`src/rtl/pkg_cpu.sv`:
```
// Shared CPU datapath types for the divider sequencer: FSM state encoding,
// the default watchdog length and the request/response bundle layouts.
package pkg_cpu;

  typedef enum logic [1:0] {
    StIdle  = 2'd0,
    StIssue = 2'd1,
    StWait  = 2'd2,
    StDone  = 2'd3
  } DivSeqState;

  // Widest divider unit in the datapath (divmod64); sizes the bundle structs.
  localparam int DIV_SEQ_MAX_WIDTH = 64;

  // Watchdog length: two cycles per quotient bit plus pipeline slack.
  function automatic int div_seq_default_timeout(input int width);
    return 2 * width + 8;
  endfunction

  typedef struct packed {
    logic                         unsgn_or_sgn;
    logic [DIV_SEQ_MAX_WIDTH-1:0] num;
    logic [DIV_SEQ_MAX_WIDTH-1:0] denom;
  } StrcInDivSeq;

  typedef struct packed {
    logic [DIV_SEQ_MAX_WIDTH-1:0] quot;
    logic [DIV_SEQ_MAX_WIDTH-1:0] rem;
    logic                         timeout;
    logic                         div_by_zero;
  } StrcOutDivSeq;

endpackage

```
`src/rtl/div_seq_watchdog.sv`:
```
// Saturating cycle counter for the divider sequencer's wait state.
// clr_i restarts the count (and wins over en_i); expired_o flags the last
// permitted cycle, i.e. count == TIMEOUT_CYCLES-1.
module div_seq_watchdog #(
  parameter int TIMEOUT_CYCLES = 72
) (
  input  logic clk,
  input  logic rst,
  input  logic clr_i,
  input  logic en_i,
  output logic expired_o
);

  localparam int              CW   = $clog2(TIMEOUT_CYCLES) + 1;
  localparam logic [CW-1:0]   LAST = CW'(TIMEOUT_CYCLES - 1);
  localparam logic [CW-1:0]   SAT  = '1;

  logic [CW-1:0] count_q, count_d;

  // Next count: clear, hold, or step up without wrapping past all-ones.
  always_comb begin
    // NOTE: default assignment first so every path drives count_d; no latch.
    count_d = count_q;
    if (clr_i) begin
      count_d = '0;
    end else if (en_i && (count_q != SAT)) begin
      count_d = count_q + CW'(1);
    end
  end

  // Count register with synchronous reset.
  always_ff @(posedge clk) begin
    // NOTE: reset is sampled on the clock edge here, not in the sensitivity
    // list; state updates use non-blocking assignments only.
    if (rst) begin
      count_q <= '0;
    end else begin
      count_q <= count_d;
    end
  end

  assign expired_o = (count_q == LAST);

endmodule

```
`src/rtl/divider_sequencer.sv`:
```
// Sequencing controller for one NonRestoringDivider instance.
// Takes one request over valid/ready, waits for the divider to accept a
// command, pulses div_enable for one cycle, waits for div_data_ready under a
// watchdog, then holds the response until the consumer takes it.
// Optional feature: define DIVIDER_SEQUENCER_ZERO_CHECK_EN to answer a zero
// divisor directly (quot all ones, rem = num, rsp_div_by_zero) without
// touching the divider.
module divider_sequencer
  import pkg_cpu::*;
#(
  parameter int WIDTH          = 32,
  parameter int TIMEOUT_CYCLES = div_seq_default_timeout(WIDTH)
) (
  input  logic             clk,
  input  logic             rst,
  input  logic             req_valid,
  output logic             req_ready,
  input  logic             req_unsgn_or_sgn,
  input  logic [WIDTH-1:0] req_num,
  input  logic [WIDTH-1:0] req_denom,
  output logic             rsp_valid,
  input  logic             rsp_ready,
  output logic [WIDTH-1:0] rsp_quot,
  output logic [WIDTH-1:0] rsp_rem,
  output logic             rsp_timeout,
  output logic             rsp_div_by_zero,
  output logic             div_enable,
  output logic             div_unsgn_or_sgn,
  output logic [WIDTH-1:0] div_num,
  output logic [WIDTH-1:0] div_denom,
  input  logic [WIDTH-1:0] div_quot,
  input  logic [WIDTH-1:0] div_rem,
  input  logic             div_can_accept_cmd,
  input  logic             div_data_ready
);

  DivSeqState       state_q;
  logic             req_ready_q;
  logic             div_enable_q;
  logic             div_sgn_q;
  logic [WIDTH-1:0] div_num_q;
  logic [WIDTH-1:0] div_denom_q;
  logic             rsp_valid_q;
  logic [WIDTH-1:0] rsp_quot_q;
  logic [WIDTH-1:0] rsp_rem_q;
  logic             rsp_timeout_q;
  logic             rsp_dbz_q;

  logic zero_bypass;
  logic wd_clr;
  logic wd_en;
  logic wd_expired;

`ifdef DIVIDER_SEQUENCER_ZERO_CHECK_EN
  assign zero_bypass = (req_denom == '0);
`else
  // Without the zero check, rsp_dbz_q never sets and synthesises to a constant.
  assign zero_bypass = 1'b0;
`endif

  // Watchdog restarts on the issue edge and runs for every wait cycle.
  assign wd_clr = (state_q == StIssue) && div_can_accept_cmd;
  assign wd_en  = (state_q == StWait);

  div_seq_watchdog #(
    .TIMEOUT_CYCLES(TIMEOUT_CYCLES)
  ) u_watchdog (
    .clk      (clk),
    .rst      (rst),
    .clr_i    (wd_clr),
    .en_i     (wd_en),
    .expired_o(wd_expired)
  );

  // Request/issue/wait/respond FSM with operand and result latches.
  always_ff @(posedge clk) begin
    if (rst) begin
      state_q       <= StIdle;
      req_ready_q   <= 1'b1;
      div_enable_q  <= 1'b0;
      div_sgn_q     <= 1'b0;
      div_num_q     <= '0;
      div_denom_q   <= '0;
      rsp_valid_q   <= 1'b0;
      rsp_quot_q    <= '0;
      rsp_rem_q     <= '0;
      rsp_timeout_q <= 1'b0;
      rsp_dbz_q     <= 1'b0;
    end else begin
      div_enable_q <= 1'b0;
      unique case (state_q)
        StIdle: begin
          if (req_valid) begin
            div_sgn_q   <= req_unsgn_or_sgn;
            div_num_q   <= req_num;
            div_denom_q <= req_denom;
            req_ready_q <= 1'b0;
            if (zero_bypass) begin
              state_q     <= StDone;
              rsp_valid_q <= 1'b1;
              rsp_quot_q  <= '1;
              rsp_rem_q   <= req_num;
              rsp_dbz_q   <= 1'b1;
            end else begin
              state_q <= StIssue;
            end
          end
        end
        StIssue: begin
          if (div_can_accept_cmd) begin
            div_enable_q <= 1'b1;
            state_q      <= StWait;
          end
        end
        StWait: begin
          // div_enable_q is high only in the first wait cycle; a ready seen
          // then belongs to the previous operation.
          if (div_data_ready && !div_enable_q) begin
            rsp_quot_q  <= div_quot;
            rsp_rem_q   <= div_rem;
            rsp_valid_q <= 1'b1;
            state_q     <= StDone;
          end else if (wd_expired) begin
            rsp_quot_q    <= '0;
            rsp_rem_q     <= '0;
            rsp_timeout_q <= 1'b1;
            rsp_valid_q   <= 1'b1;
            state_q       <= StDone;
          end
        end
        StDone: begin
          if (rsp_ready) begin
            rsp_valid_q   <= 1'b0;
            rsp_timeout_q <= 1'b0;
            rsp_dbz_q     <= 1'b0;
            req_ready_q   <= 1'b1;
            state_q       <= StIdle;
          end
        end
        default: state_q <= StIdle;
      endcase
    end
  end

  assign req_ready        = req_ready_q;
  assign div_enable       = div_enable_q;
  assign div_unsgn_or_sgn = div_sgn_q;
  assign div_num          = div_num_q;
  assign div_denom        = div_denom_q;
  assign rsp_valid        = rsp_valid_q;
  assign rsp_quot         = rsp_quot_q;
  assign rsp_rem          = rsp_rem_q;
  assign rsp_timeout      = rsp_timeout_q;
  assign rsp_div_by_zero  = rsp_dbz_q;

endmodule

```
`config.mk`:
```
export PLATFORM = sky130hd
export DESIGN_NAME = divider_sequencer
export DESIGN_NICKNAME = d
export VERILOG_FILES = /design/src/rtl/pkg_cpu.sv /design/src/rtl/div_seq_watchdog.sv /design/src/rtl/divider_sequencer.sv
export SDC_FILE = /design/constraint.sdc
export NUM_CORES = 1
export LEC_CHECK = 0
export CORE_AREA = 2 2 113 115
export DETAILED_ROUTE_END_ITERATION = 16
export DIE_AREA = 0 0 115 117
export HOLD_SLACK_MARGIN = 0.02
export PLACE_DENSITY = 0.83
export SETUP_SLACK_MARGIN = 0.4
export SYNTH_ARGS = -nofsm -noshare
export SYNTH_HDL_FRONTEND = slang
export SYNTH_SLANG_ARGS = --single-unit
```
`constraint.sdc`:
```
create_clock -name clk -period 3.7 [get_ports clk]
set_input_delay 0.37 -clock clk [delete_from_list [all_inputs] [get_ports clk]]
set_output_delay 0.37 -clock clk [all_outputs]
set_load 0.01 [all_outputs]
```
* Yosys cells after proc, flatten, opt, wreduce, memory -nomap -nowiden
Cells that the tools add are included.
** Storage, ports and cells
- Bits in registers :: 143
- Input port bits :: 135
- Output and inout port bits :: 134
- Word-level logic and storage cells :: 59
** Cells by class
- Add/sub/neg operators :: 1
- Equality and inequality tests :: 11
- Mux-type cells :: 19
- Bitwise logic cells :: 1
- Reductions and logical operators :: 16
** Operators with widths (number)
- 32-bit two-way mux :: 3
- 2-bit two-way mux :: 5
- 2-bit != test, second input constant :: 5
- 8-bit by 1-bit adder with 8-bit output, second input constant :: 1
- 8-bit by 7-bit == test with 1-bit output, second input constant :: 1
- 8-bit != test, second input constant :: 1
- 2-bit one-hot mux with 4 select lines :: 1
- 4-bit AND reduction :: 2
- 1-bit two-way mux :: 7
- 1-bit one-hot mux with 2 select lines :: 3
- 3-bit AND reduction :: 2
- 2-bit nonzero test :: 3
- 2-bit == test, second input constant :: 2
- 2-bit AND reduction :: 2
- 2-bit OR reduction :: 2
- 1-bit logical AND :: 3
- 3-bit != test, second input constant :: 1
- 2-bit by 1-bit == test with 1-bit output, second input constant :: 1
- 2-bit zero test :: 1
- 1-bit zero test :: 1
- 1-bit NOT :: 1

* Depth between registers and ports, before layout
- Word-level depth :: 4
- Depth in mapped cells :: 7
- Mapped depth without buffers :: 6

* Modules after synthesis
From an unflattened synthesis, not the netlist that was laid out.
** Unflattened totals
- Cell total of the unflattened synthesis :: 587
- Area total of the unflattened synthesis :: 5270.1 um^2
** Modules (own cells, without submodules)
- divider_sequencer :: instances 1, cells each 542, area an instance 4834.6 um^2, sequential area each 2702.6 um^2
- div_seq_watchdog :: instances 1, cells each 45, area an instance 435.4 um^2, sequential area each 160.2 um^2

* Worst setup path after synthesis
Ideal clock, no wire load.
- Path kind :: register -> register
- Start :: register u_watchdog.count_q[0]
- End :: register u_watchdog.count_q[7]
- Setup time :: 0.121 ns
- Data arrival time :: 1.598 ns
- Data required time :: 3.579 ns
- Path slack :: 1.981 ns
- Stages on the path, launching flop included :: 6
- Path buffers :: 0
- Period minus slack after synthesis :: 1.719 ns
- Cell sequence :: dfxtp_1 > ha_1 > and3_1 > a31oi_1 > nand4_1 > mux2_2
** On the way
- Cells in the longest elaborated chain, start to end :: 2
- Elaborated cells on any way between the ends :: 3
- Those cells by class :: add/sub: 1; eq/ne: 1; reduce/logical: 1
** RTL lines
- from (decl) :: RTL line div_seq_watchdog.sv:18 : logic [CW-1:0] count_q, count_d;
- from (signal assigned) :: RTL line div_seq_watchdog.sv:38 : count_q <= count_d;
- parallel branches: the longest is 2 deep, another holds 8-bit by 1-bit adder with 8-bit output
Parallel ways; which one is timed is not known.
A chain may end at the register's enable or synchronous reset.

* Worst setup path in the final report
- Start :: register state_q[0]
- End :: register rsp_quot_q[10] (netlist: rsp_quot[10])
** On the way
- Cells in the longest elaborated chain, start to end :: 2
** RTL lines
- from (decl) :: RTL line divider_sequencer.sv:37 : DivSeqState state_q;
- from (signal assigned) :: RTL line divider_sequencer.sv:78 : state_q <= StIdle;
- from (signal assigned) :: RTL line divider_sequencer.sv:99 : state_q <= StDone;
- from (signal assigned) :: RTL line divider_sequencer.sv:105 : state_q <= StIssue;
- 2-bit == test :: RTL line divider_sequencer.sv:91 : unique case (state_q)
- 2-bit AND reduction (no line)
- to (signal assigned) :: RTL line divider_sequencer.sv:119 : rsp_quot_q <= div_quot;
- to (decl) :: RTL line divider_sequencer.sv:44 : logic [WIDTH-1:0] rsp_quot_q;
No other way between the ends.

==> flow_summary.json <==
{
  "status": "finished, final reports clean",
  "start_util_pct": 39.6,
  "die_y_microns": 117,
  "vias": 4771,
  "nNetsFinal": 913,
  "routed_via_density": 5.10,
  "rsz0062_at_grt": "false",
  "h-tree-depth": 4,
  "io_buffers": 267,
  "min_from": "rst",
  "yosysTopAreaCellShare_pct": 58.7,
  "ir_drop_v": 0.000633,
  "synth_seq_area_share_pct": 58.7,
  "async_reset_ff_share_pct": 0,
  "fmax_mhz": 460,
  "synthesis.nets": 658,
  "ctsResizeCount": 0,
  "crit_path_max_fanout": 64,
  "crit_buf_inv": 3,
  "drive_gt1_share_pct": 5.48,
  "wirelength_mm": 15.2,
  "ys_ff_latch": 143,
  "synth_top_area_cell": "dfxtp_1",
  "crit_top_cell": "inv_1",
  "crit_family": "buffers and inverters",
  "synth_edf_count": 0,
  "cpMaxStageDelayCell": "buf_4",
  "cts.clk_slew.worst_paths_ns": 0.06,
  "maxCapViolations": 0,
  "cp-end-kind": "flip-flop",
  "grt_use_total_pct": 21.6,
  "grt_pass1_vias": 4538,
  "relSlewSlack_pct": 27.6,
  "tightest_slew_ns": 1.08,
  "multi_input_area_sq_um": 1860,
  "clock_sinks": 143,
  "cp-endpoint": "rsp_quot[10]",
  "grt_max_degree": 67,
  "wl_per_cell_microns": 16.2,
  "rr_worst_depth": 6,
  "worstReg2RegEnd": "rsp_quot[10]",
  "antenna_found_initial": 0,
  "core-area_sq_um": 12300,
  "period_minus_slack_ns": 2.17,
  "ant_nets": 0,
  "startpoint_type": "flip-flop",
  "clock_path_buffers": 2,
  "ctsHoldBuffers": 0,
  "post_cts_buffers": 0,
  "worstSetupPathDepth": 6,
  "dieArea_sq_um": 13500,
  "first_pass_iters": 4,
  "worst-r2r-setup-slack_ns": 1.53,
  "yosys-top-cells-area": "dfxtp_1 (59%), a22o_1 (11%), nand2_1 (10%)",
  "drt_iter0_drc": 262,
  "grt_pass1_wl_mm": 22.5,
  "final.period_utilization_pct": 58.8,
  "critPathMaxStageDelay_ns": 0.55,
  "grt_remaining_overflow": 0,
  "synth.distinct_cells": 37,
  "synth_ff_type": "dfxtp_1",
  "setup.worst_path.start": "state_q[0]",
  "cts_root_buf": "clkbuf_16",
  "io_pins": 269,
  "clk-insertion-delay-late_ns": 0.42,
  "synth_cells": 517,
  "cts_buffers": 17,
  "powerDensity_nw_per_um2": 614,
  "final_hold_viol_count": 0,
  "final_max_slew_viol_count": 0,
  "critPathKind": "flip-flop to flip-flop",
  "fp.dieW_microns": 115,
  "fillers": 902,
  "leakage_nw": 3.14,
  "cp.arrival_ns": 2.52,
  "seq_area_sq_um": 2860,
  "area_growth_pct": 69.9,
  "worstReg2RegStart": "state_q[0]",
  "ys_warn_count": 0,
  "worstPathCellList": "inv_1 -> ha_1 -> inv_1 -> nor3_4 -> buf_4 -> a22o_1",
  "fin_skew_ns": 0.0103,
  "holdWs_ns": 0.279,
  "place_hpwl_mm": 10.7,
  "drc": 0,
  "setup_tns_ns": 0,
  "finalSetupViolations": 0,
  "hold_class": "input pin to flip-flop",
  "synth_area_sq_um": 4880,
  "cp.required_ns": 4.05,
  "rows": 41,
  "cts_tree": "built",
  "place.gp.congestion": 0.829,
  "avgSynthCellArea_sq_um": 9.44
}
[worst min path at each step]
| stage | slack, ns | end | depth (start not counted) |
|---|---|---|---|
| 2_1_floorplan | 0.46 | u_watchdog.count_q[1] | 2 |
| 3_3_place_gp | 0.44 | div_num[23] | 2 |
| 3_5_place_dp | 0.45 | div_num[25] | 2 |
| 4_1_cts | 0.26 | div_enable | 2 |
| 5_1_grt | 0.29 | div_enable | 2 |
| 6_report | 0.28 | div_enable | 2 |
[placed cells by master, fill, tap and decap left out, drive strengths merged]
cell type | Yosys | layout
o311a | 1 | 1
a22o | 64 | 64
a41oi | 1 | 1
xnor2 | 2 | 2
bufinv | 0 | 5
nor3 | 1 | 1
nand2 | 136 | 136
a31oi | 2 | 2
nand3 | 4 | 4
or3b | 1 | 1
clkinvlp | 0 | 3
a2111oi | 1 | 1
o21ai | 5 | 5
nand2b | 2 | 2
nor2 | 7 | 7
clkbuf | 23 | 18
inv | 9 | 10
and3 | 5 | 5
o211a | 1 | 1
or3 | 1 | 1
a21oi | 76 | 76
ha | 6 | 6
and2 | 1 | 1
diode | 0 | 1
nand4 | 2 | 2
clkinv | 0 | 5
a41o | 1 | 1
a31o | 1 | 1
buf | 13 | 6
or4 | 1 | 1
conb | 1 | 1
a311oi | 1 | 1
o221ai | 2 | 2
clkdlybuf4s50 | 0 | 266
mux2 | 1 | 1
dfxtp | 143 | 143
nor4 | 1 | 1
a21o | 1 | 1
[sequential cells by signal, indices dropped and copies added (netlist names)]
register	cells
div_denom	32
div_enable	1
div_num	32
div_unsgn_or_sgn	1
req_ready	1
rsp_quot	32
rsp_rem	32
rsp_timeout	1
rsp_valid	1
state_q	2
u_watchdog.count_q	8
[per-layer routing]
| layer | vias to the layer above | part of all wire, % | global-route usage (%) |
|---|---|---|---|
| met5 | - | 0 | 0 |
| met4 | 0 | 1.6 | 8.84 |
| met3 | 20 | 10 | 8.65 |
| met2 | 224 | 49 | 36.4 |
| met1 | 2217 | 40 | 24.5 |
| li1 | 2310 | - | - |
[where the power goes]
| part | internal (mW) | switching [mW] |
|---|---|---|
| registers | 1.77 | 0.130 |
| logic | 0.685 | 0.664 |
| clock network | 1.20 | 0.648 |
| total | 3.65 | 1.44 |
[per-stage QoR]
stage                     total power [mW]  cells  instance area [sq um]  util [%]  setup WS, ns
final                                 5.09    936                   8290      67.3          1.53
after floorplan                       2.55    517                   4880         -          1.98
after detailed placement              3.28    903                   7640      62.1          1.37
after global placement                3.23    903                   7640      62.1          1.50
after global routing                  5.34    935                   8290      67.3          1.33
after CTS                             5.14    935                   8290      67.3          1.50
[cells by family after synthesis]
family	share of synthesized area, %
compound gates	22.0
xor+xnor	0.359
simple gates	13.5
fa+ha+maj	1.54
mux	0.231
buf+inv	3.69
flops	58.7
other cells	0.0768
[Yosys cell counts (2+ instances only)]
master,instances
dfxtp_1,143
nand4_1,2
buf_2,6
ha_1,6
inv_1,9
xnor2_1,2
nand2b_1,2
nand2_1,136
nor2_1,7
o21ai_0,4
and3_1,5
clkbuf_1,23
a31oi_1,2
buf_1,6
a21oi_1,75
a22o_1,64
nand3_1,4
o221ai_1,2
[layout make-up]
type	instances	area share, %
well taps	150	2.26
clock buffers	18	5.18
inverters	9	0.407
diodes	1	0.0302
flip-flops and latches	143	34.5
repair buffers	272	32.6
clock inverters	14	2.58
multi-input cells	329	22.4
No activity file was read; power rests on OpenSTA's default activity.
